**src/rtl/pipeline_hazard_ctrl_if.sv**
```systemverilog
// Signal bundle between the pipeline datapath and the hazard/sequencing
// controller. The controller sits on the slave side; the datapath (or a
// bench) drives the hazard inputs from the master side.
//
// Handshake semantics: there is no valid/ready pair here. The memory side
// uses a request/complete pair. mem_req marks an access issued by MEM this
// cycle. mem_ready marks the access completing this cycle. A cycle with
// mem_req=1 and mem_ready=0 freezes the pipeline. The freeze lasts until a
// cycle with mem_ready=1.
interface pipeline_hazard_ctrl_if #(
    parameter int CNT_W = 16
);
    logic [4:0]       id_rs1;
    logic [4:0]       id_rs2;
    logic             id_uses_rs1;
    logic             id_uses_rs2;
    logic [4:0]       ex_rd;
    logic             ex_mem_read;
    logic             ex_branch_taken;
    logic             mem_req;
    logic             mem_ready;
    logic             counters_clear;
    logic             pc_enable;
    logic             ifid_enable;
    logic             ifid_flush;
    logic             idex_enable;
    logic             idex_bubble;
    logic             exmem_enable;
    logic [1:0]       ctrl_state;
    logic [CNT_W-1:0] stall_count;
    logic [CNT_W-1:0] flush_count;

    modport master (
        output id_rs1, id_rs2, id_uses_rs1, id_uses_rs2, ex_rd, ex_mem_read,
               ex_branch_taken, mem_req, mem_ready, counters_clear,
        input  pc_enable, ifid_enable, ifid_flush, idex_enable, idex_bubble,
               exmem_enable, ctrl_state, stall_count, flush_count
    );

    modport slave (
        input  id_rs1, id_rs2, id_uses_rs1, id_uses_rs2, ex_rd, ex_mem_read,
               ex_branch_taken, mem_req, mem_ready, counters_clear,
        output pc_enable, ifid_enable, ifid_flush, idex_enable, idex_bubble,
               exmem_enable, ctrl_state, stall_count, flush_count
    );
endinterface

```
**src/rtl/pipeline_hazard_ctrl.sv**
```systemverilog
// Sequencing controller for the 5-stage core. The controller drives the
// enable, flush and bubble controls for the PC, IF/ID, ID/EX and EX/MEM
// registers. It inserts load-use bubbles and applies taken-branch redirects.
// It freezes everything while the data memory is busy. It also counts stall
// and flush cycles.
module pipeline_hazard_ctrl #(
    parameter int LOAD_STALL_CYCLES = 1,
    parameter int CNT_W             = 16
) (
    input logic                   clk,
    input logic                   reset,
    pipeline_hazard_ctrl_if.slave bus
);
    typedef enum logic [1:0] {
        RUN        = 2'd0,
        LOAD_STALL = 2'd1,
        MEM_WAIT   = 2'd2
    } state_t;

    localparam logic [3:0] CNT_LOAD = 4'(LOAD_STALL_CYCLES - 1);

    state_t           state, ret_state, eff_state, state_nx, ret_nx;
    logic [3:0]       cnt, cnt_nx;
    logic             hazard, mem_stall;
    logic             pc_en, ifid_en, ifid_fl, idex_en, idex_bub, exmem_en;
    logic [CNT_W-1:0] stall_cnt, flush_cnt;

    assign hazard = bus.ex_mem_read && (bus.ex_rd != 5'd0) &&
                    ((bus.id_uses_rs1 && (bus.id_rs1 == bus.ex_rd)) ||
                     (bus.id_uses_rs2 && (bus.id_rs2 == bus.ex_rd)));
    assign mem_stall = bus.mem_req && !bus.mem_ready;

    // Next-state and control decode. A resume cycle out of MEM_WAIT behaves
    // exactly like the state that was interrupted.
    always_comb begin
        pc_en     = 1'b1;
        ifid_en   = 1'b1;
        ifid_fl   = 1'b0;
        idex_en   = 1'b1;
        idex_bub  = 1'b0;
        exmem_en  = 1'b1;
        state_nx  = state;
        ret_nx    = ret_state;
        cnt_nx    = cnt;
        eff_state = (state == MEM_WAIT) ? ret_state : state;
        if (state == MEM_WAIT && !bus.mem_ready) begin
            pc_en    = 1'b0;
            ifid_en  = 1'b0;
            idex_en  = 1'b0;
            exmem_en = 1'b0;
        end else begin
            state_nx = eff_state;
            unique case (eff_state)
                RUN: begin
                    if (mem_stall) begin
                        pc_en    = 1'b0;
                        ifid_en  = 1'b0;
                        idex_en  = 1'b0;
                        exmem_en = 1'b0;
                        ret_nx   = RUN;
                        state_nx = MEM_WAIT;
                    end else if (bus.ex_branch_taken) begin
                        ifid_fl  = 1'b1;
                        idex_bub = 1'b1;
                    end else if (hazard) begin
                        pc_en    = 1'b0;
                        ifid_en  = 1'b0;
                        idex_bub = 1'b1;
                        if (LOAD_STALL_CYCLES > 1) begin
                            cnt_nx   = CNT_LOAD;
                            state_nx = LOAD_STALL;
                        end
                    end
                end
                LOAD_STALL: begin
                    // EX holds a bubble here, so redirects and new hazards
                    // cannot originate from it.
                    if (mem_stall) begin
                        pc_en    = 1'b0;
                        ifid_en  = 1'b0;
                        idex_en  = 1'b0;
                        exmem_en = 1'b0;
                        ret_nx   = LOAD_STALL;
                        state_nx = MEM_WAIT;
                    end else begin
                        pc_en    = 1'b0;
                        ifid_en  = 1'b0;
                        idex_bub = 1'b1;
                        if (cnt == 4'd1) begin
                            cnt_nx   = 4'd0;
                            state_nx = RUN;
                        end else begin
                            cnt_nx = cnt - 4'd1;
                        end
                    end
                end
                default: state_nx = RUN;
            endcase
        end
    end

    // Reset holds the whole pipeline still without injecting NOPs.
    assign bus.pc_enable    = pc_en && !reset;
    assign bus.ifid_enable  = ifid_en && !reset;
    assign bus.ifid_flush   = ifid_fl && !reset;
    assign bus.idex_enable  = idex_en && !reset;
    assign bus.idex_bubble  = idex_bub && !reset;
    assign bus.exmem_enable = exmem_en && !reset;
    assign bus.ctrl_state   = state;
    assign bus.stall_count  = stall_cnt;
    assign bus.flush_count  = flush_cnt;

    // State, bubble counter and saturating performance counters.
    always_ff @(posedge clk or posedge reset) begin
        if (reset) begin
            state     <= RUN;
            ret_state <= RUN;
            cnt       <= 4'd0;
            stall_cnt <= '0;
            flush_cnt <= '0;
        end else begin
            state     <= state_nx;
            ret_state <= ret_nx;
            cnt       <= cnt_nx;
            if (bus.counters_clear) begin
                stall_cnt <= '0;
                flush_cnt <= '0;
            end else begin
                if (!pc_en && stall_cnt != '1) stall_cnt <= stall_cnt + 1'b1;
                if (ifid_fl && flush_cnt != '1) flush_cnt <= flush_cnt + 1'b1;
            end
        end
    end
endmodule

```
**src/flat_wrapper.sv**
```systemverilog
// flat-port wrapper written by rule: the top's interface ports become plain ports
module pipeline_hazard_ctrl_flat 
#(
    parameter int LOAD_STALL_CYCLES = 1,
    parameter int CNT_W             = 16
)
  (clk, reset, bus_id_rs1, bus_id_rs2, bus_id_uses_rs1, bus_id_uses_rs2, bus_ex_rd, bus_ex_mem_read, bus_ex_branch_taken, bus_mem_req, bus_mem_ready, bus_counters_clear, bus_pc_enable, bus_ifid_enable, bus_ifid_flush, bus_idex_enable, bus_idex_bubble, bus_exmem_enable, bus_ctrl_state, bus_stall_count, bus_flush_count);
  pipeline_hazard_ctrl_if #(.CNT_W(CNT_W)) bus_i ();
  input logic clk;
  input logic reset;
  input wire logic [$bits(bus_i.id_rs1)-1:0] bus_id_rs1;
  input wire logic [$bits(bus_i.id_rs2)-1:0] bus_id_rs2;
  input wire logic [$bits(bus_i.id_uses_rs1)-1:0] bus_id_uses_rs1;
  input wire logic [$bits(bus_i.id_uses_rs2)-1:0] bus_id_uses_rs2;
  input wire logic [$bits(bus_i.ex_rd)-1:0] bus_ex_rd;
  input wire logic [$bits(bus_i.ex_mem_read)-1:0] bus_ex_mem_read;
  input wire logic [$bits(bus_i.ex_branch_taken)-1:0] bus_ex_branch_taken;
  input wire logic [$bits(bus_i.mem_req)-1:0] bus_mem_req;
  input wire logic [$bits(bus_i.mem_ready)-1:0] bus_mem_ready;
  input wire logic [$bits(bus_i.counters_clear)-1:0] bus_counters_clear;
  output wire logic [$bits(bus_i.pc_enable)-1:0] bus_pc_enable;
  output wire logic [$bits(bus_i.ifid_enable)-1:0] bus_ifid_enable;
  output wire logic [$bits(bus_i.ifid_flush)-1:0] bus_ifid_flush;
  output wire logic [$bits(bus_i.idex_enable)-1:0] bus_idex_enable;
  output wire logic [$bits(bus_i.idex_bubble)-1:0] bus_idex_bubble;
  output wire logic [$bits(bus_i.exmem_enable)-1:0] bus_exmem_enable;
  output wire logic [$bits(bus_i.ctrl_state)-1:0] bus_ctrl_state;
  output wire logic [$bits(bus_i.stall_count)-1:0] bus_stall_count;
  output wire logic [$bits(bus_i.flush_count)-1:0] bus_flush_count;
  assign bus_i.id_rs1 = bus_id_rs1;
  assign bus_i.id_rs2 = bus_id_rs2;
  assign bus_i.id_uses_rs1 = bus_id_uses_rs1;
  assign bus_i.id_uses_rs2 = bus_id_uses_rs2;
  assign bus_i.ex_rd = bus_ex_rd;
  assign bus_i.ex_mem_read = bus_ex_mem_read;
  assign bus_i.ex_branch_taken = bus_ex_branch_taken;
  assign bus_i.mem_req = bus_mem_req;
  assign bus_i.mem_ready = bus_mem_ready;
  assign bus_i.counters_clear = bus_counters_clear;
  assign bus_pc_enable = bus_i.pc_enable;
  assign bus_ifid_enable = bus_i.ifid_enable;
  assign bus_ifid_flush = bus_i.ifid_flush;
  assign bus_idex_enable = bus_i.idex_enable;
  assign bus_idex_bubble = bus_i.idex_bubble;
  assign bus_exmem_enable = bus_i.exmem_enable;
  assign bus_ctrl_state = bus_i.ctrl_state;
  assign bus_stall_count = bus_i.stall_count;
  assign bus_flush_count = bus_i.flush_count;
  pipeline_hazard_ctrl #(.LOAD_STALL_CYCLES(LOAD_STALL_CYCLES), .CNT_W(CNT_W)) u_core (.clk(clk), .reset(reset), .bus(bus_i));
endmodule
```
**config.mk**
```make
export PLATFORM = sky130hd
export DESIGN_NAME = pipeline_hazard_ctrl_flat
export DESIGN_NICKNAME = d
export VERILOG_FILES = /design/src/rtl/pipeline_hazard_ctrl_if.sv /design/src/rtl/pipeline_hazard_ctrl.sv /design/src/flat_wrapper.sv
export SDC_FILE = /design/constraint.sdc
export NUM_CORES = 1
export LEC_CHECK = 0
export CAP_MARGIN = 30
export CORE_AREA = 5 5 70 88
export CTS_BUF_LIST = sky130_fd_sc_hd__clkbuf_8
export CTS_CLUSTER_SIZE = 28
export DETAILED_ROUTE_END_ITERATION = 10
export DIE_AREA = 0 0 75 93
export PLACE_DENSITY = 0.85
export SETUP_SLACK_MARGIN = 0.02
export SLEW_MARGIN = 20
export SYNTH_ARGS = -nofsm -noshare
export SYNTH_HDL_FRONTEND = slang
export SYNTH_SLANG_ARGS = --single-unit
```
**constraint.sdc**
```tcl
create_clock -name clk -period 3.8 [get_ports clk]
set_input_delay 0.95 -clock clk [delete_from_list [all_inputs] [get_ports clk]]
set_output_delay 0.95 -clock clk [all_outputs]
set_load 0.02 [all_outputs]
```
==> key figures, run 1 <==
Logic synthesis
  • Synthesized area: around 2300 sq um
  • Asr flop ratio synth: between 90% and 100%
  • Post-Syn Area per Cell: slightly above 9 sq um
  • Synthesized net count: 270
  • Dominant synthesized flop cell: dfrtp_1
  • Mapped Cells: around 240
  • Post-synth EDFFs: 0
  • Sequential area share after synthesis: 43.3%
  • Synth unique cells: 46
  • Synth warn: 0
  • Synth Register Bits: 39

STA
  • Final period util: a little under 100%
  • Tightest Pin Transition: a little under 0.6 ns
  • Rel. slew slack: about three fifths
  • Peak Freq: between 0.2 and 0.3 GHz
  • Slew Viols, Final: 0
  • Period minus WS final: about 3.7 ns
  • Final hold viol count: 0
  • Final Skew: 0.00265 ns
  • RSZ-0062 raised after global routing: no
  • Final TNS setup: 0 ns
  • Final setup viols: 0
  • Min Hold Slack: 0.510 ns

Clock tree
  • Clock latency on the worst-skew pair: around 0.29 ns
  • TritonCTS clock tree: done
  • Clk sinks: 39
  • Hold_buf cts: 0
  • Root buffer selected by CTS: clkbuf_8
  • H-tree Lvls: 2
  • Number of CTS-inserted buffers: 5
  • Reg clk slew, reported paths: about 0.07 ns
  • Clock buffer depth: 2

Die
  • Die X: 75 um
  • Core Area: 5290 sq um
  • Starting density of the core: between 40% and 50%
  • Rows: 30
  • Die height: roughly 93 um
  • Ports: 64
  • Overall die area: ~7000 sq um

Power
  • Pleak: around 1.2 nW
  • PwrDens: ~330 nW/um^2
  • Clock power share: ~30%
  • P_int: between 0.7 and 0.8 mW
  • Peak VDD IR: between 0.2 and 0.3 mV
  • Sequential power share: between 40% and 50%
  • Net Sw Frac: 29.5%
  • Final Power: 1.02 mW
  • Switching power: between 0.3 and 0.4 mW
  • Logic pwr share: between 20% and 30%

Hold path
  • WHS Endpoint: u_core.cnt[3]$_DFFE_PP0P_
  • Hold_sp: u_core.cnt[3]$_DFFE_PP0P_
  • HP Class: register to register
  • Hold Path Stages: 1

Cells and area
  • Most common cell after layout, fill and taps aside: clkdlybuf4s50_1
  • Final nets: approximately 340
  • N_diodes: 0
  • FF+latch area: between 900 and 1000 sq um
  • Commonest non-fill, non-tap cells in the layout: clkdlybuf4s50_1, dfrtp_1, nor2_1, a21oi_1, xnor2_1
  • Proportion of layout cells with a drive suffix above 1: approximately 11%
  • Area Overhead vs Synth: 37.4%
  • Filler Cell Count: roughly 460
  • Area of the multi-input gates: 1210 sq um

Drt
  • DRT Pass-1 Iters: 4
  • Final ANT Viol Nets: 0
  • Initial DRC count: between 90 and 100
  • DR vias: 2091
  • DRT Wirelength: 5800 um
  • Vias/cell: around 5.5
  • DR DRC count: 0
  • Post-DR wirelength/cell: between 15 and 20 um

GRT
  • Vias in the first global route: between 2k and 2.5k
  • Initial antenna violation count: 0
  • Gr usage total: between 10% and 20%
  • First-pass GRT wire length: between 9000 and 10000 um
  • Largest net degree at the start of global routing: 33
  • GR Overflow Total: 0

Setup path
  • Worst Path Required: 2.85 ns
  • Delay-heaviest family, CP: simple AND/OR/NAND/NOR gates
  • Max stage delay on crit path: around 0.53 ns
  • CP max FO: 3
  • CP Cell Sequence: clkdlybuf4s50_1 > or4_4 > o21ai_4 > nand2b_4 > nor2_1 > nor4_2 > buf_4
  • CP startpoint kind: primary input
  • Critical Path Sink Type: output pin
  • CP max stage cell: or4_4
  • R2R Path End: u_core.bus.stall_count[1]$_DFFE_PP0P_
  • Crit path DAT: 2.77 ns
  • CP bufs+invs: 2
  • RR Startpoint: u_core.bus.stall_count[0]$_DFFE_PP0P_
  • FF-to-FF setup slack: about 1.4 ns
  • Worst Path Class, Setup: primary input to output pin
  • R2R cell count: 8

Run status
  • Outcome: complete, no violations

Placed design
  • Port Buf Inserts: 63
  • Gpl congestion: 0.827
  • Final HPWL DP: 4290 um

Job
  • Max_cap viols: 0
==> power by group through the flow <==
| stage | clock network (mW) | logic (mW) | registers (mW) |
|---|---|---|---|
| finish | 0.305 | 0.231 | 0.480 |
| global route | 0.331 | 0.259 | 0.486 |
| CTS | 0.316 | 0.231 | 0.481 |
| detailed placement | 0 | 0.230 | 0.488 |
| global placement | 0 | 0.221 | 0.487 |
| floorplan | 0 | 0.141 | 0.491 |
==> final cells by class <==
type,instances,area share [%]
clock inverter,1,0.121
sequential,39,31.5
clock buffer,7,3.11
inverter,9,1.09
multi-input combinational,185,39.1
tap,64,2.59
timing repair buffer,73,22.4
==> worst max-delay path by stage <==
stage                       from               to  slack, ns  cells past startpoint
finish              bus_ex_rd[2]  bus_ifid_enable       0.08                      7
global route        bus_ex_rd[2]  bus_ifid_enable       0.03                      7
CTS                 bus_ex_rd[4]  bus_idex_bubble       0.02                      9
detailed placement  bus_ex_rd[0]  bus_ifid_enable      -0.52                      7
global placement    bus_ex_rd[0]    bus_pc_enable      -0.45                      7
floorplan           bus_ex_rd[0]    bus_pc_enable       0.05                      6
==> cell families after synthesis <==
group	Yosys count	synth area share, %
XOR/XNOR	24	9.33
multiplexers	3	1.39
adder cells (fa/ha/maj)	4	2.22
flip-flops	39	43.3
AND/OR/NAND/NOR	104	25.6
AO/OA/AOI/OAI	50	13.7
buffers and inverters	18	4.50
==> sequential cells by signal (all words and copies together), names as in the netlist <==
| register | flops |
|---|---|
| u_core.bus.flush_count | 16 |
| u_core.bus.stall_count | 16 |
| u_core.cnt | 4 |
| u_core.bus.ctrl_state | 2 |
| u_core.ret_state | 1 |
==> worst reg2reg max path, cell delays in order, from the launching register on <==
cell     delay, ns
dfrtp_1       0.46
ha_1          0.27
nand4_2       0.24
nor4_1        0.42
o21ba_1       0.22
a21oi_2       0.09
buf_4         0.29
mux2i_1       0.23
nor2_1        0.05
==> Yosys cell counts, types with 3 or more instances <==
library cell | count | area share, %
a21oi_1 | 19 | 4.2
or3_1 | 9 | 2.5
nand3_1 | 14 | 3.1
o31ai_1 | 6 | 2.0
inv_1 | 9 | 1.5
clkbuf_1 | 4 | 0.67
nand4_1 | 9 | 2.5
xor2_1 | 7 | 2.7
ha_1 | 4 | 2.2
xnor2_1 | 17 | 6.6
and3_1 | 4 | 1.1
nor3_1 | 6 | 1.3
nor4_1 | 3 | 0.83
nand2_1 | 12 | 2.0
nor2_1 | 27 | 4.5
dfrtp_1 | 39 | 43
or4_1 | 7 | 2.3
o21ai_1 | 10 | 2.2
==> what timing repair did <==
item | 4_1_cts | 5_1_grt
setup endpoints to repair | 3 | 3
pin swaps | 1 | 2
endpoints found under the hold margin | 0 | 0
resized for setup | 20 | 4
buffers inserted | 0 | 0
==> through the flow <==
stage                     setup slack [ns]  cell area, sq um  utilization [%]  std cells
after floorplan                     0.0545              2250                -        242
after global placement              -0.450              2970             56.1        370
after detailed placement            -0.525              2970             56.1        370
after CTS                           0.0206              3080             58.1        378
after global routing                0.0282              3090             58.5        378
final                               0.0761              3090             58.5        378
==> metal layers <==
metal / global-route usage, % / wire length (um) / up-vias
li1: - / - / 1013
met1: 20.6 / 2250 / 999
met2: 30.8 / 3140 / 70
met3: 4.30 / 316 / 9
met4: 5.34 / 85 / 0
met5: 0 / 0 / -
Note: power is estimated with default switching activity, not from simulation.
==> run 2: changes to the inputs <==
--- a/config.mk
+++ b/config.mk
@@ -5,13 +5,12 @@
 export SDC_FILE = /design/constraint.sdc
 export NUM_CORES = 1
 export LEC_CHECK = 0
-export CAP_MARGIN = 30
 export CORE_AREA = 5 5 70 88
 export CTS_BUF_LIST = sky130_fd_sc_hd__clkbuf_8
 export CTS_CLUSTER_SIZE = 28
 export DETAILED_ROUTE_END_ITERATION = 10
 export DIE_AREA = 0 0 75 93
-export PLACE_DENSITY = 0.85
+export PLACE_DENSITY = 0.74
 export SETUP_SLACK_MARGIN = 0.02
 export SLEW_MARGIN = 20
 export SYNTH_ARGS = -nofsm -noshare
==> run 2 against run 1 <==
- via count is 3.0% lower
- combinational power is 2% lower
- count of clock-buffer cells in the layout is 1 lower
- setup slack better by 0.044 ns
- critical path type unchanged
==> key figures, run 2 (synthesized netlist as in run 1, its figures left out) <==
Run status
  • Outcome: complete, no violations

Clock tree
  • Root buffer selected by CTS: clkbuf_8
  • Clock latency on the worst-skew pair: around 0.3 ns
  • Clock buffer depth: 2
  • TritonCTS clock tree: done
  • Post-CTS setup buffer count: 0
  • H-tree Lvls: 2
  • Reg clk slew, reported paths: 0.08 ns
  • Number of CTS-inserted buffers: 5
  • Clk sinks: 39

Setup path
  • Crit path DAT: between 2 and 3 ns
  • Worst Path Class, Setup: primary input to output pin
  • R2R Path End: u_core.bus.stall_count[1]$_DFFE_PP0P_
  • CP max FO: 3
  • R2R cell count: 8
  • CP startpoint kind: primary input
  • RR Startpoint: u_core.bus.stall_count[0]$_DFFE_PP0P_
  • Critical Path Sink Type: output pin
  • FF-to-FF setup slack: around 1.4 ns
  • Worst Path Required: roughly 2.9 ns

Hold path
  • Hold Path Stages: 1
  • Hold_sp: u_core.cnt[3]$_DFFE_PP0P_
  • WHS Endpoint: u_core.cnt[3]$_DFFE_PP0P_
  • HP Class: register to register

Die
  • Rows: 30
  • Starting density of the core: 42.6%
  • Core Area: between 5000 and 6000 sq um
  • Overall die area: 6980 sq um
  • Ports: 64
  • Die height: roughly 93 um
  • Die X: between 70 and 80 um

STA
  • Slew Viols, Final: 0
  • Final Skew: 0.0108 ns
  • Period minus WS final: 3.68 ns
  • Final setup viols: 0
  • Final hold viol count: 0
  • Rel. slew slack: roughly three fifths
  • Tightest Pin Transition: just under 0.6 ns
  • RSZ-0062 raised after global routing: no
  • Peak Freq: 0.272 GHz
  • Min Hold Slack: roughly 0.52 ns
  • Final TNS setup: 0 ns
  • Final period util: between 90% and 100%

Placed design
  • DP Area: about 3000 sq um
  • Final HPWL DP: approximately 4000 um
  • Port Buf Inserts: 63
  • Gpl congestion: 0.774

Drt
  • DRT Pass-1 Iters: 4
  • DR vias: between 2k and 2.5k
  • Post-DR wirelength/cell: approximately 14 um
  • Initial DRC count: 91
  • Final ANT Viol Nets: 0
  • DR DRC count: 0
  • Vias/cell: 5.37
  • DRT Wirelength: roughly 5400 um

Power
  • Peak VDD IR: roughly 0.25 mV
  • PwrDens: approximately 340 nW/um^2
  • Pleak: around 1.2 nW
  • Final Power: around 1.1 mW

Cells and area
  • Final nets: 341
  • Most common cell after layout, fill and taps aside: clkdlybuf4s50_1
  • Design area: 3100 sq um
  • Area Overhead vs Synth: 37.6%
  • Proportion of layout cells with a drive suffix above 1: 10.8%
  • Commonest non-fill, non-tap cells in the layout: clkdlybuf4s50_1, dfrtp_1, nor2_1, a21oi_1, xnor2_1
  • Filler Cell Count: 473
  • N_diodes: 0

GRT
  • First-pass GRT wire length: just over 9000 um
  • Largest net degree at the start of global routing: 38
  • Initial antenna violation count: 0
  • Vias in the first global route: between 2k and 2.5k
  • Gr usage total: between 10% and 20%
  • GR Overflow Total: 0

Job
  • Max_cap viols: 0
## run 2: how the worst max path moves through the flow
stage                       to  slack [ns]          from
3_5_place_dp     bus_pc_enable       -0.52  bus_ex_rd[2]
3_3_place_gp     bus_pc_enable       -0.41  bus_ex_rd[0]
6_report         bus_pc_enable        0.12  bus_ex_rd[2]
2_1_floorplan    bus_pc_enable        0.05  bus_ex_rd[0]
4_1_cts        bus_idex_bubble        0.03  bus_ex_rd[3]
5_1_grt        bus_idex_bubble        0.01  bus_ex_rd[3]
## run 2: layout make-up
class / instances / area [sq um] / share of cell area, %
clock buffers: 6 / 82.6 / 2.67
clock inverters: 2 / 35.0 / 1.13
flip-flops and latches: 39 / 976 / 31.5
well taps: 64 / 80.1 / 2.58
multi-input cells: 185 / 1190 / 38.6
repair buffers: 73 / 696 / 22.5
inverters: 9 / 33.8 / 1.09
## run 2: critical path, stage by stage
cell and delay, ns:
clkdlybuf4s50_1 0.48, or4_1 0.49, o21ai_1 0.18, nand2b_4 0.16, nor2_1 0.05, nor4_2 0.22
buf_4 0.21
## run 2: report_power, final
group	leakage (nW)	switching [mW]	internal, mW	total [mW]
logic	0.632	0.120	0.107	0.227
registers	0.533	0.0339	0.446	0.479
clock network	0.0612	0.147	0.212	0.360
total	1.23	0.301	0.765	1.07
## run 2: per-layer routing
metal | vias to the layer above | track usage, % | share of wire [%]
met2 | 33 | 27.9 | 53
met3 | 8 | 4.30 | 4.5
li1 | 1003 | - | -
met1 | 985 | 19.9 | 41
met4 | 0 | 5.34 | 1.3
met5 | - | 0 | 0
## run 2: metrics by stage
| stage | worst slack (ns) | util (%) | cells |
|---|---|---|---|
| after floorplan | 0.0545 | - | 242 |
| after global placement | -0.410 | 56.1 | 370 |
| after detailed placement | -0.516 | 56.1 | 370 |
| after CTS | 0.0334 | 58.3 | 378 |
| after global routing | 0.0101 | 58.5 | 378 |
| final | 0.120 | 58.5 | 378 |
## run 2: timing repair
item,CTS,global route
pin swaps,0,2
setup endpoints to repair,3,3
gates resized for setup,15,5
hold buffers,0,0
==> run 3: changes to the inputs <==
==> constraint.sdc (replaced) <==
create_clock -name clk -period 4.4 [get_ports clk]
set_input_delay 1.1 -clock clk [delete_from_list [all_inputs] [get_ports clk]]
set_output_delay 1.1 -clock clk [all_outputs]
set_load 0.02 [all_outputs]
==> run 3 against run 2 <==
- non-clock buffer count shrank 2
- via count is 1.1% higher
- count of clock-buffer cells in the layout stayed put
- setup slack better by 0.025 ns
- die area is the same
- critical path type unchanged
- critical endpoint is now bus_ifid_enable
- largest power group unchanged
- highest routed layer unchanged
==> key figures, run 3 (synthesized netlist as in run 1, its figures left out) <==
GRT
  • Largest net degree at the start of global routing: 38
  • M1 GR Usage: between 10% and 20%
  • First-pass GRT wire length: 9310 um
  • GRT busiest layer: met2
  • Initial antenna violation count: 0
  • Vias in the first global route: about 2.1k
  • Met3 Use GR: under 10%
  • GR Overflow Total: 0
  • Gr usage total: 16.8%
  • Met2 Use GR: between 20% and 30%

STA
  • RSZ-0062 raised after global routing: no
  • Slew Viols, Final: 0
  • Rel. slew slack: 62.2%
  • Final Skew: 0.0108 ns
  • Period minus WS final: 4.25 ns
  • Final hold viol count: 0
  • Final period util: a little over nine tenths
  • Tightest Pin Transition: 0.564 ns
  • Final setup viols: 0
  • Peak Freq: ~0.24 GHz

Die
  • Core Area: approximately 5300 sq um
  • Starting density of the core: a little over two fifths
  • Die X: around 75 um
  • Overall die area: 6980 sq um
  • Die height: ~93 um
  • Rows: 30
  • Ports: 64

Clock tree
  • TritonCTS clock tree: done
  • Clk sinks: 39
  • Reg clk slew, reported paths: 0.08 ns
  • Clock buffer depth: 2
  • H-tree Lvls: 2
  • Clock latency on the worst-skew pair: around 0.29 ns
  • Number of CTS-inserted buffers: 5
  • Post-CTS setup buffer count: 0
  • Root buffer selected by CTS: clkbuf_8

Placed design
  • Final HPWL DP: around 4000 um
  • Gpl congestion: just under 0.8
  • Port Buf Inserts: 63

Cells and area
  • Area Overhead vs Synth: 36.3%
  • N_diodes: 0
  • Final Util: between 50% and 60%
  • Commonest non-fill, non-tap cells in the layout: clkdlybuf4s50_1, dfrtp_1, nor2_1, a21oi_1, xnor2_1
  • Area of the multi-input gates: 1170 sq um
  • Most common cell after layout, fill and taps aside: clkdlybuf4s50_1
  • Proportion of layout cells with a drive suffix above 1: under 10%
  • FF+latch area: 976 sq um
  • Filler Cell Count: 475
  • Final nets: between 300 and 400

Drt
  • Vias/cell: between 5 and 6
  • Initial DRC count: ~160
  • DRT Pass-1 Iters: 4
  • DR vias: between 2k and 2.5k
  • DR DRC count: 0
  • Post-DR wirelength/cell: around 14 um
  • DRT Wirelength: between 5000 and 6000 um
  • Final ANT Viol Nets: 0

Setup path
  • Worst Path Class, Setup: primary input to output pin
  • Max stage delay on crit path: 0.51 ns
  • CP Cell Sequence: clkdlybuf4s50_1 > or4_1 > o21ai_1 > nand2b_1 > nor2_1 > nor4_1 > dlygate4sd2_1
  • Critical Path Sink Type: output pin
  • CP max stage cell: or4_1
  • Crit path DAT: roughly 3.2 ns
  • CP startpoint kind: primary input
  • CP bufs+invs: 2
  • CP max FO: 3
  • Worst Path Required: 3.30 ns
  • Delay-heaviest family, CP: simple AND/OR/NAND/NOR gates

Job
  • Max_cap viols: 0

Hold path
  • HP Class: register to register

Power
  • Peak VDD IR: 0.232 mV
  • Pleak: 1.21 nW
  • PwrDens: around 300 nW/um^2
  • Final Power: between 0.9 and 1 mW

Run status
  • Outcome: complete, no violations
[run 3: cell types whose count changed in the layout (fill, tap and decap cells not counted)]
| cell | change |
|---|---|
| nor4_2 | -1 |
| nor4_1 | +1 |
| nand2b_4 | -1 |
| buf_4 | -4 |
| nand2b_1 | +1 |
| dlygate4sd2_1 | +3 |
| buf_2 | -1 |
| o22ai_1 | +1 |
| o22ai_2 | -1 |
[run 3: what timing repair did]
| action | CTS | global route |
|---|---|---|
| hold buffers | 0 | 0 |
| gates resized for setup | 3 | 0 |
| endpoints found under the hold margin | 0 | 0 |
| endpoints found under the setup margin | 3 | 0 |
[run 3: worst paths after layout]
kind                                                    endpoint  depth (start not counted)  slack, ns                                   from
max                                              bus_ifid_enable                          7       0.15                           bus_ex_rd[2]
min                                    u_core.cnt[3]$_DFFE_PP0P_                          1       0.52              u_core.cnt[3]$_DFFE_PP0P_
max reg2reg                u_core.bus.stall_count[1]$_DFFE_PP0P_                          8       2.05  u_core.bus.stall_count[0]$_DFFE_PP0P_
min reg2reg                            u_core.cnt[3]$_DFFE_PP0P_                          1       0.52              u_core.cnt[3]$_DFFE_PP0P_
max in group asynchronous  u_core.bus.flush_count[4]$_DFFE_PP0P_                          3       2.63                                  reset
min in group asynchronous        u_core.ret_state[0]$_DFFE_PP0P_                          2       1.11                                  reset
[run 3: final cells by class]
class	count	share of cell area, %
clock buffer	6	2.69
sequential	39	31.8
multi-input combinational	185	38.3
timing repair buffer	71	22.4
clock inverter	2	1.14
inverter	9	1.10
tap	64	2.61
[run 3: metrics by stage]
step	setup WS (ns)	std cells	TNS (ns)	instance area (sq um)	hold slack (ns)
after floorplan	0.354	242	0	2250	0.474
after global placement	-0.106	368	-0.211	2960	0.487
after detailed placement	-0.165	368	-0.331	2960	0.498
after CTS	0.152	376	0	3070	0.516
after global routing	0.0319	376	0	3070	0.559
final	0.146	376	0	3070	0.518
[run 3: per-layer routing]
layer  part of all wire (%)  vias to the layer above
li1                       -                     1008
met1                     40                      993
met2                     53                       39
met3                    4.9                       11
met4                    1.7                        0
met5                      0                        -
[run 3: power breakdown]
part	internal (mW)	total (mW)	switching [mW]
Sequential	0.385	0.415	0.0299
Combinational	0.0905	0.193	0.103
Clock	0.184	0.310	0.126
Total	0.659	0.918	0.259
